$ cat src/rtl/setup_ctrl_m.sv
// Button/switch front end that sequences time-set (LOAD, SET_H/M/S) and alarm-set (AL_H/M) editing.
// Edits land one cycle after a press; set_time/alarm_time follow the fields one cycle later. No backpressure.
module setup_ctrl_m #(
  parameter int HOLD_CYCLES    = 4,
  parameter int REPEAT_CYCLES  = 2,
  parameter int TIMEOUT_CYCLES = 20
) (
  input  logic        clock,
  input  logic        reset,
  input  logic        mode_btn,
  input  logic        inc_btn,
  input  logic        dec_btn,
  input  logic        alarm_sw,
  input  logic [16:0] counter_state,
  output logic        set_flag,
  output logic [16:0] set_time,
  output logic        alarm_flag,
  output logic [16:0] alarm_time,
  output logic [2:0]  edit_field,
  output logic        busy
);

  localparam logic [2:0] S_IDLE  = 3'd0;
  localparam logic [2:0] S_LOAD  = 3'd1;
  localparam logic [2:0] S_SET_H = 3'd2;
  localparam logic [2:0] S_SET_M = 3'd3;
  localparam logic [2:0] S_SET_S = 3'd4;
  localparam logic [2:0] S_AL_H  = 3'd5;
  localparam logic [2:0] S_AL_M  = 3'd6;

  localparam int HW = $clog2(HOLD_CYCLES + 1) + 1;
  localparam int TW = $clog2(TIMEOUT_CYCLES + 1);

  logic [2:0]    state, state_nx;
  logic          mode_q, mode_q2, inc_q, inc_q2, dec_q, dec_q2;
  logic [16:0]   rem;
  logic [5:0]    hr, mn, sc, al_hr, al_mn;
  logic [HW-1:0] hold_cnt, hold_cnt_nx;
  logic [TW-1:0] idle_cnt;

  logic mode_press, inc_press, dec_press;
  logic both, held, activity;
  logic in_edit, in_set, in_al, nx_al;
  logic timeout_hit, step, step_up;

  assign mode_press = mode_q & ~mode_q2;
  assign inc_press  = inc_q & ~inc_q2;
  assign dec_press  = dec_q & ~dec_q2;
  assign both       = inc_q & dec_q;
  assign held       = inc_q | dec_q;
  assign activity   = mode_q | held;

  assign in_set  = (state == S_SET_H) || (state == S_SET_M) || (state == S_SET_S);
  assign in_al   = (state == S_AL_H) || (state == S_AL_M);
  assign in_edit = in_set || in_al;
  assign nx_al   = (state_nx == S_AL_H) || (state_nx == S_AL_M);

  assign timeout_hit = in_edit && !activity && (idle_cnt == TW'(TIMEOUT_CYCLES - 1));

  // Single-step wrap inside one field; no carry into neighbouring fields.
  function automatic logic [5:0] wrap_step(input logic [5:0] v, input logic [5:0] top,
                                           input logic up);
    if (up) return (v == top) ? 6'd0 : v + 6'd1;
    else    return (v == 6'd0) ? top : v - 6'd1;
  endfunction

  always_comb begin
    state_nx = state;
    case (state)
      S_IDLE:  if (mode_press) state_nx = S_LOAD;
      S_LOAD:  if (rem < 17'd60) state_nx = S_SET_H;
      S_SET_H, S_SET_M, S_SET_S, S_AL_H, S_AL_M: begin
        if (mode_press)       state_nx = (state == S_AL_M) ? S_IDLE : state + 3'd1;
        else if (timeout_hit) state_nx = S_IDLE;
      end
      default: state_nx = S_IDLE;
    endcase
  end

  // Mode beats inc/dec, and inc+dec together cancel; either case restarts the hold count.
  always_comb begin
    step        = 1'b0;
    step_up     = 1'b0;
    hold_cnt_nx = '0;
    if (in_edit && !mode_press && !both) begin
      if (inc_press || dec_press) begin
        step    = 1'b1;
        step_up = inc_press;
      end else if (held) begin
        step_up = inc_q;
        if (hold_cnt == HW'(HOLD_CYCLES)) begin
          step        = 1'b1;
          hold_cnt_nx = HW'(HOLD_CYCLES - REPEAT_CYCLES + 1);
        end else begin
          hold_cnt_nx = hold_cnt + HW'(1);
        end
      end
    end
  end

  always_ff @(posedge clock) begin
    if (reset) begin
      state      <= S_IDLE;
      mode_q     <= 1'b0;
      mode_q2    <= 1'b0;
      inc_q      <= 1'b0;
      inc_q2     <= 1'b0;
      dec_q      <= 1'b0;
      dec_q2     <= 1'b0;
      rem        <= '0;
      hr         <= '0;
      mn         <= '0;
      sc         <= '0;
      al_hr      <= '0;
      al_mn      <= '0;
      hold_cnt   <= '0;
      idle_cnt   <= '0;
      set_time   <= '0;
      alarm_time <= '0;
      alarm_flag <= 1'b0;
    end else begin
      mode_q   <= mode_btn;
      mode_q2  <= mode_q;
      inc_q    <= inc_btn;
      inc_q2   <= inc_q;
      dec_q    <= dec_btn;
      dec_q2   <= dec_q;
      state    <= state_nx;
      hold_cnt <= hold_cnt_nx;
      idle_cnt <= (!in_edit || activity || timeout_hit) ? '0 : idle_cnt + TW'(1);

      // Forced low while editing and on the first cycle back, so alarm_m never sees a half-edited setpoint.
      alarm_flag <= alarm_sw & ~(in_al | nx_al);

      if (state == S_IDLE && mode_press) begin
        rem      <= counter_state;
        set_time <= counter_state;
        hr       <= '0;
        mn       <= '0;
        sc       <= '0;
      end

      // Split the snapshot into fields by repeated subtraction: one hour or minute per cycle.
      if (state == S_LOAD) begin
        if (rem >= 17'd3600) begin
          rem <= rem - 17'd3600;
          hr  <= hr + 6'd1;
        end else if (rem >= 17'd60) begin
          rem <= rem - 17'd60;
          mn  <= mn + 6'd1;
        end else begin
          sc  <= rem[5:0];
        end
      end

      if (step) begin
        case (state)
          S_SET_H: hr    <= wrap_step(hr, 6'd23, step_up);
          S_SET_M: mn    <= wrap_step(mn, 6'd59, step_up);
          S_SET_S: sc    <= wrap_step(sc, 6'd59, step_up);
          S_AL_H:  al_hr <= wrap_step(al_hr, 6'd23, step_up);
          S_AL_M:  al_mn <= wrap_step(al_mn, 6'd59, step_up);
          default: ;
        endcase
      end

      if (in_set)
        set_time <= 17'(hr) * 17'd3600 + 17'(mn) * 17'd60 + 17'(sc);
      if (in_al)
        alarm_time <= 17'(al_hr) * 17'd3600 + 17'(al_mn) * 17'd60;
    end
  end

  always_comb begin
    edit_field = 3'd0;
    case (state)
      S_SET_H: edit_field = 3'd1;
      S_SET_M: edit_field = 3'd2;
      S_SET_S: edit_field = 3'd3;
      S_AL_H:  edit_field = 3'd4;
      S_AL_M:  edit_field = 3'd5;
      default: edit_field = 3'd0;
    endcase
  end

  assign set_flag = (state == S_LOAD) || in_set;
  assign busy     = (state == S_LOAD);

endmodule
$ cat config.mk
export PLATFORM = sky130hd
export DESIGN_NAME = setup_ctrl_m
export DESIGN_NICKNAME = d
export VERILOG_FILES = /design/src/rtl/setup_ctrl_m.sv
export SDC_FILE = /design/constraint.sdc
export NUM_CORES = 1
export LEC_CHECK = 0
export CAP_MARGIN = 20
export CORE_MARGIN = 1
export CORE_UTILIZATION = 45
export DETAILED_ROUTE_END_ITERATION = 10
export GPL_ROUTABILITY_DRIVEN = 0
export HOLD_SLACK_MARGIN = 0.12
export SLEW_MARGIN = 25
export SYNTH_ARGS = -nofsm -noshare
export SYNTH_HDL_FRONTEND = slang
export SYNTH_SLANG_ARGS = --single-unit
export TNS_END_PERCENT = 50
$ cat constraint.sdc
create_clock -name clock -period 10.36 [get_ports clock]
set_input_delay 2.59 -clock clock [delete_from_list [all_inputs] [get_ports clock]]
set_output_delay 2.59 -clock clock [all_outputs]
set_load 0.03 [all_outputs]
Yosys cells after proc, flatten, opt, wreduce, memory -nomap -nowiden:

Cells that the tools add are included.

* register bits after elaboration: 100
* bits of input ports: 23
* output and inout port bits: 40
* word-level logic and storage cells: 157

* $add $sub $neg: 18
* $mul: 4
* order comparisons: 3
* equal/unequal tests: 15
* multiplexer cells: 53
* bitwise logic cells: 14
* reduce and logical (&&, ||, !) cells: 31

Operators by type and width (count)
* 6-bit 2-to-1 mux: 32
* 17-bit 2-to-1 mux: 6
* 17-bit by 12-bit adder with 17-bit output: 2
* 6-bit by 1-bit adder with 6-bit output, second input constant: 5
* 6-bit zero test: 5
* 6-bit by 1-bit subtractor with 6-bit output, second input constant: 5
* 6-bit by 8-bit multiplier with 13-bit output, second input constant: 2
* 6-bit by 4-bit multiplier with 10-bit output, second input constant: 2
* 6-bit == test, second input constant: 3
* 17-bit by 6-bit adder with 17-bit output: 1
* 17-bit by 12-bit >= comparator with 1-bit output, second input constant: 1
* 17-bit by 6-bit >= comparator with 1-bit output, second input constant: 1
* 17-bit by 6-bit < comparator with 1-bit output, second input constant: 1
* 17-bit by 12-bit subtractor with 17-bit output, second input constant: 1
* 17-bit by 6-bit subtractor with 17-bit output, second input constant: 1
* 3-bit == test, second input constant: 5
* 3-bit 2-to-1 mux: 5
* 3-bit one-hot mux with 5 select lines: 1
* 6-bit by 5-bit == test with 1-bit output, second input constant: 2
* 5-bit OR reduction: 2
* 1-bit logical OR: 9
* 3-bit one-hot mux with 3 select lines: 1
* 1-bit 2-to-1 mux: 7
* 3-bit by 2-bit == test with 1-bit output, second input constant: 2
* other kinds (17): 36

Depth between registers and ports, before layout:

* depth after elaboration: 14
* mapped depth: 19

Worst setup path before layout:

Ideal clock, no wire load.

* kind: register -> register
* start point: reg mn[3]
* end point: reg set_time[16]
* library setup time: 0.091 ns
* data arrival time: 4.359 ns
* required time: 10.269 ns
* slack: 5.910 ns
* stages on the path, launching flop included: 19
* buffers on the path: 0
* cells stage by stage: dfxtp_1 > inv_1 > fa_1 > fa_1 > inv_1 > ha_1 > a21oi_1 > o21ai_0 > a21o_1 > a21oi_1 > xnor2_1 > ha_1 > ha_1 > a21oi_1 > and3b_1 > a21oi_1 > o21ai_0 > a31o_2 > a311oi_1

* cells in the longest elaborated chain, start to end: 4

Ends and longest elaborated chain
* from (decl): line 37 `logic [5:0] hr, mn, sc, al_hr, al_mn;`
* from (signal assigned): line 150 `mn <= mn + 6'd1;`
* from (signal assigned): line 159 `S_SET_M: mn <= wrap_step(mn, 6'd59, step_up);`
* 6-bit by 4-bit multiplier with 10-bit output: line 168 `set_time <= 17'(hr) * 17'd3600 + 17'(mn) * 17'd60 + 17'(sc);`
* 17-bit by 12-bit adder with 17-bit output: line 168
* 17-bit by 6-bit adder with 17-bit output: line 168
* 17-bit 2-to-1 mux: line 167 `if (in_set)`
* to (signal assigned): line 137 `set_time <= counter_state;`
* to (signal assigned): line 168
* to (decl): line 16 `output logic [16:0] set_time,`

Every way passes these cells.
A chain may end at the register's enable or synchronous reset.

Final worst setup path:

* start point: reg state[1]
* end point: out edit_field[2]

* cells in the longest elaborated chain, start to end: 2
* elaborated cells on any way between the ends: 6
* those cells by class: 5 x eq/ne; 1 x mux

Ends and longest elaborated chain
* from (decl): line 34 `logic [2:0] state, state_nx;`
* from (signal assigned): line 128 `state <= state_nx;`
* 3-bit == test / 3-bit by 2-bit == test with 1-bit output (equally long branches): line 176 `case (state)`
* 3-bit one-hot mux with 5 select lines (*): line 176
* to (decl): line 19 `output logic [2:0] edit_field,`

Mark *: on every way between the ends. The rest lies on a longest branch, timed or not.

==> impl_metrics.prom <==
# TYPE chip_impl_metric gauge
chip_impl_metric{name="sequential_area_share_after_synthesis",unit=""} 0.202
chip_impl_info{name="ys_dominant_reg_cell",value="dfxtp_1"} 1
chip_impl_metric{name="post-cts-setup-buffer-count",unit=""} 0
chip_impl_metric{name="max_freq",unit="MHz"} 190
chip_impl_metric{name="dr_wl_met2",unit="mm"} 11.3
chip_impl_metric{name="route.detailed.drc",unit=""} 0
chip_impl_metric{name="wire_per_inst",unit="um"} 16.5
chip_impl_metric{name="cp_data_required_time",unit="ns"} 7.77
chip_impl_metric{name="finalNetCount",unit=""} 1423
chip_impl_metric{name="io_pins",unit=""} 63
chip_impl_metric{name="m1WireLength",unit="mm"} 11.9
chip_impl_metric{name="power.leakage",unit="uW"} 0.00454
chip_impl_metric{name="worst_hold_slack_across_all_endpoints",unit="ns"} 0.446
chip_impl_metric{name="detailroute.via_count",unit=""} 8519
chip_impl_info{name="reg2reg_from",value="mn[3]"} 1
chip_impl_metric{name="finalSetupViolations",unit=""} 0
chip_impl_metric{name="cp_data_arrival_time",unit="ns"} 2.68
chip_impl_metric{name="synth_cell_type_count",unit=""} 90
chip_impl_metric{name="worstSkewPairLatency",unit="ns"} 0.35
chip_impl_metric{name="hold_buffers",unit=""} 0
chip_impl_metric{name="via_per_inst",unit=""} 5.67
chip_impl_metric{name="numCtsBuffers",unit=""} 9
chip_impl_metric{name="slew-limit-headroom",unit=""} 0.334
chip_impl_metric{name="flow.area_growth_from_synthesis",unit="%"} 10.6
chip_impl_metric{name="clkTransAtPathRegs",unit="ns"} 0.07
chip_impl_metric{name="detailed_place_hpwl",unit="mm"} 18.6
chip_impl_metric{name="finalCritPeriodShare",unit=""} 0.509
chip_impl_metric{name="period_needed",unit="ns"} 5.27
chip_impl_metric{name="post_synth_inst_count",unit=""} 1199
chip_impl_metric{name="post-route-cell-area",unit="sq um"} 10700
chip_impl_info{name="outcome",value="finished clean"} 1
chip_impl_metric{name="floorplan.die_area",unit="sq um"} 22100
chip_impl_metric{name="asyncSetResetFlopFracSynth",unit=""} 0
chip_impl_info{name="netlist_top_cells_area",value="dfxtp_1, ha_1, fa_1, a21oi_1, nand2_1"} 1
chip_impl_info{name="yosysTopAreaCell",value="dfxtp_1"} 1
chip_impl_metric{name="std_cell_rows",unit=""} 53
chip_impl_metric{name="grt_remaining_overflow",unit=""} 0
chip_impl_metric{name="grt_pass1_vias",unit=""} 8032
chip_impl_metric{name="tightestPinTransition",unit="ns"} 0.999
chip_impl_info{name="cts_tree",value="yes"} 1
chip_impl_info{name="end_kind",value="primary output"} 1
chip_impl_metric{name="cp_max_fo",unit=""} 18
chip_impl_metric{name="drive_gt1_frac",unit=""} 0.0472
chip_impl_metric{name="power.ir.vdd_worst",unit="V"} 0.0000816
chip_impl_info{name="timing.critical_path.from_type",value="register"} 1
chip_impl_info{name="rsz_0062_raised_after_global_routing",value="false"} 1
chip_impl_info{name="rr_endpoint",value="set_time[14]"} 1
chip_impl_metric{name="setup_total_negative_slack",unit="ns"} 0
chip_impl_metric{name="dieHeight",unit="um"} 149
chip_impl_metric{name="netlist_area",unit="sq um"} 9700
chip_impl_metric{name="avgSynthCellArea",unit="sq um"} 8.09
chip_impl_metric{name="grt_max_degree",unit=""} 59
chip_impl_metric{name="report.final.hold_viol_count",unit=""} 0
chip_impl_metric{name="totalWireLength",unit="mm"} 24.8
chip_impl_metric{name="synth_edf_count",unit=""} 0
chip_impl_metric{name="postPlaceCellArea",unit="sq um"} 10500
chip_impl_metric{name="numClockSinks",unit=""} 98
chip_impl_metric{name="ant_nets",unit=""} 0
chip_impl_metric{name="ctsLongestPathBuffers",unit=""} 2
chip_impl_metric{name="reg2reg_slack",unit="ns"} 5.45
chip_impl_metric{name="post_cts_resized",unit=""} 0
chip_impl_metric{name="hold_path_depth",unit=""} 1
chip_impl_metric{name="dr.pass1.iters",unit=""} 5
chip_impl_metric{name="drtIter0Drc",unit=""} 445
chip_impl_info{name="synthMostInstantiatedCell",value="ha_1"} 1
chip_impl_metric{name="cts.htree.levels",unit=""} 3
chip_impl_info{name="worstSetupPathType",value="reg -> out"} 1
chip_impl_metric{name="maxSlewViolCount",unit=""} 0
chip_impl_metric{name="power.density_cell_area",unit="nW/um^2"} 101
chip_impl_metric{name="wl_met3",unit="um"} 973
chip_impl_metric{name="die_w",unit="um"} 149
chip_impl_metric{name="antenna_found_initial",unit=""} 0
chip_impl_metric{name="final_util",unit=""} 0.509
chip_impl_metric{name="core_area",unit="sq um"} 21100
chip_impl_info{name="dr.max_layer_used",value="met4"} 1
chip_impl_info{name="worst_hold_path.endpoint",value="idle_cnt[0]"} 1
chip_impl_metric{name="grt_first_pass_wirelength",unit="mm"} 40.9
chip_impl_metric{name="fin_worst_skew",unit="ns"} 0.00871
chip_impl_metric{name="global_route.usage.total",unit=""} 0.229
chip_impl_metric{name="antenna_cells_inserted",unit=""} 0
chip_impl_metric{name="ys_seq_elements",unit=""} 98
chip_impl_info{name="hold_class",value="reg -> reg"} 1
chip_impl_metric{name="number_of_cells_on_the_worst_reg_to_reg_path",unit=""} 18
chip_impl_info{name="clock_tree.root_cell",value="clkbuf_16"} 1
chip_impl_metric{name="ys.warnings.count",unit=""} 0
chip_impl_info{name="worst_hold_startpoint",value="idle_cnt[0]"} 1
chip_impl_metric{name="post-synth-top-area-fraction",unit=""} 0.202
chip_impl_metric{name="placement.io_buffers",unit=""} 60
chip_impl_metric{name="initial_utilization",unit=""} 0.460
chip_impl_metric{name="maxCapViolCount",unit=""} 0
chip_impl_info{name="yosys-top-cells-count",value="ha_1, nand2_1, a21oi_1"} 1
-- where the power goes --
| group | total, uW | switching [uW] | internal [uW] | leakage (uW) |
|---|---|---|---|---|
| clock | 321 | 154 | 168 | 0.000134 |
| sequential | 431 | 32.7 | 398 | 0.000795 |
| combinational | 336 | 210 | 125 | 0.00361 |
-- routing by layer --
layer | global-route usage | vias to the layer above
met2 | 0.382 | 196
met1 | 0.303 | 3970
met4 | 0.0781 | 0
met3 | 0.0303 | 40
li1 | - | 4313
met5 | 0 | -
-- cell families after synthesis --
logic type / after synthesis / share of synthesized area
simple gates: 387 / 0.198
compound gates: 317 / 0.223
fa+ha+maj: 176 / 0.251
buf+inv: 155 / 0.0661
flops: 98 / 0.202
xor+xnor: 60 / 0.0542
mux: 5 / 0.00529
other cells: 1 / 0.000387
-- how the worst max path moves through the flow --
stage	cells past startpoint	startpoint	slack, ns	to
after floorplan	18	mn[3]	5.91	set_time[16]
after global placement	5	state[1]	5.52	edit_field[2]
after detailed placement	5	state[1]	5.48	edit_field[2]
after CTS	5	state[1]	5.09	edit_field[2]
after global routing	5	state[1]	4.92	edit_field[2]
final	5	state[1]	5.09	edit_field[2]
-- metrics by stage --
step                power (uW)  setup WS (ns)  instances
global route              1150           4.92       1503
CTS                       1100           5.09       1503
floorplan                  682           5.91       1200
detailed placement         769           5.48       1488
finish                    1090           5.09       1503
global placement           772           5.52       1488
-- critical path: stages, from the launching register on --
cell and delay, ns:
dfxtp_1 0.50, and2b_1 0.28, o21ai_1 0.15, buf_4 0.23, clkinv_1 0.42, clkdlybuf4s50_1 0.74
-- placed cells by master, fill, tap and decap left out, types with 31 or more instances in the layout --
cell type and count:
a21oi_1 103, nor2_1 94, nand2_1 112, xnor2_1 46
ha_1 145, clkdlybuf4s50_1 59, dfxtp_1 98, fa_1 31
nand3_1 48, o21ai_0 42, inv_1 98
-- cell type report --
class                           instances  area (sq um)
Timing Repair Buffer                   68           658
Clock inverter                          5          31.3
Sequential cell                        98          1960
Multi-Input combinational cell        947          7120
Inverter                              100           377
Clock buffer                           10           239
Tap cell                              275           344
Fill cell                            2046         10400
-- sequential cells by signal (all words and copies together), names as in the netlist --
signal,count
inc_q2,1
mn,6
state,3
hold_cnt,4
mode_q2,1
inc_q,1
hr,6
al_hr,6
alarm_flag,1
al_mn,6
sc,6
dec_q,1
mode_q,1
idle_cnt,5
alarm_time,15
rem,17
set_time,17
dec_q2,1
Note: power is estimated with default switching activity, not from simulation.
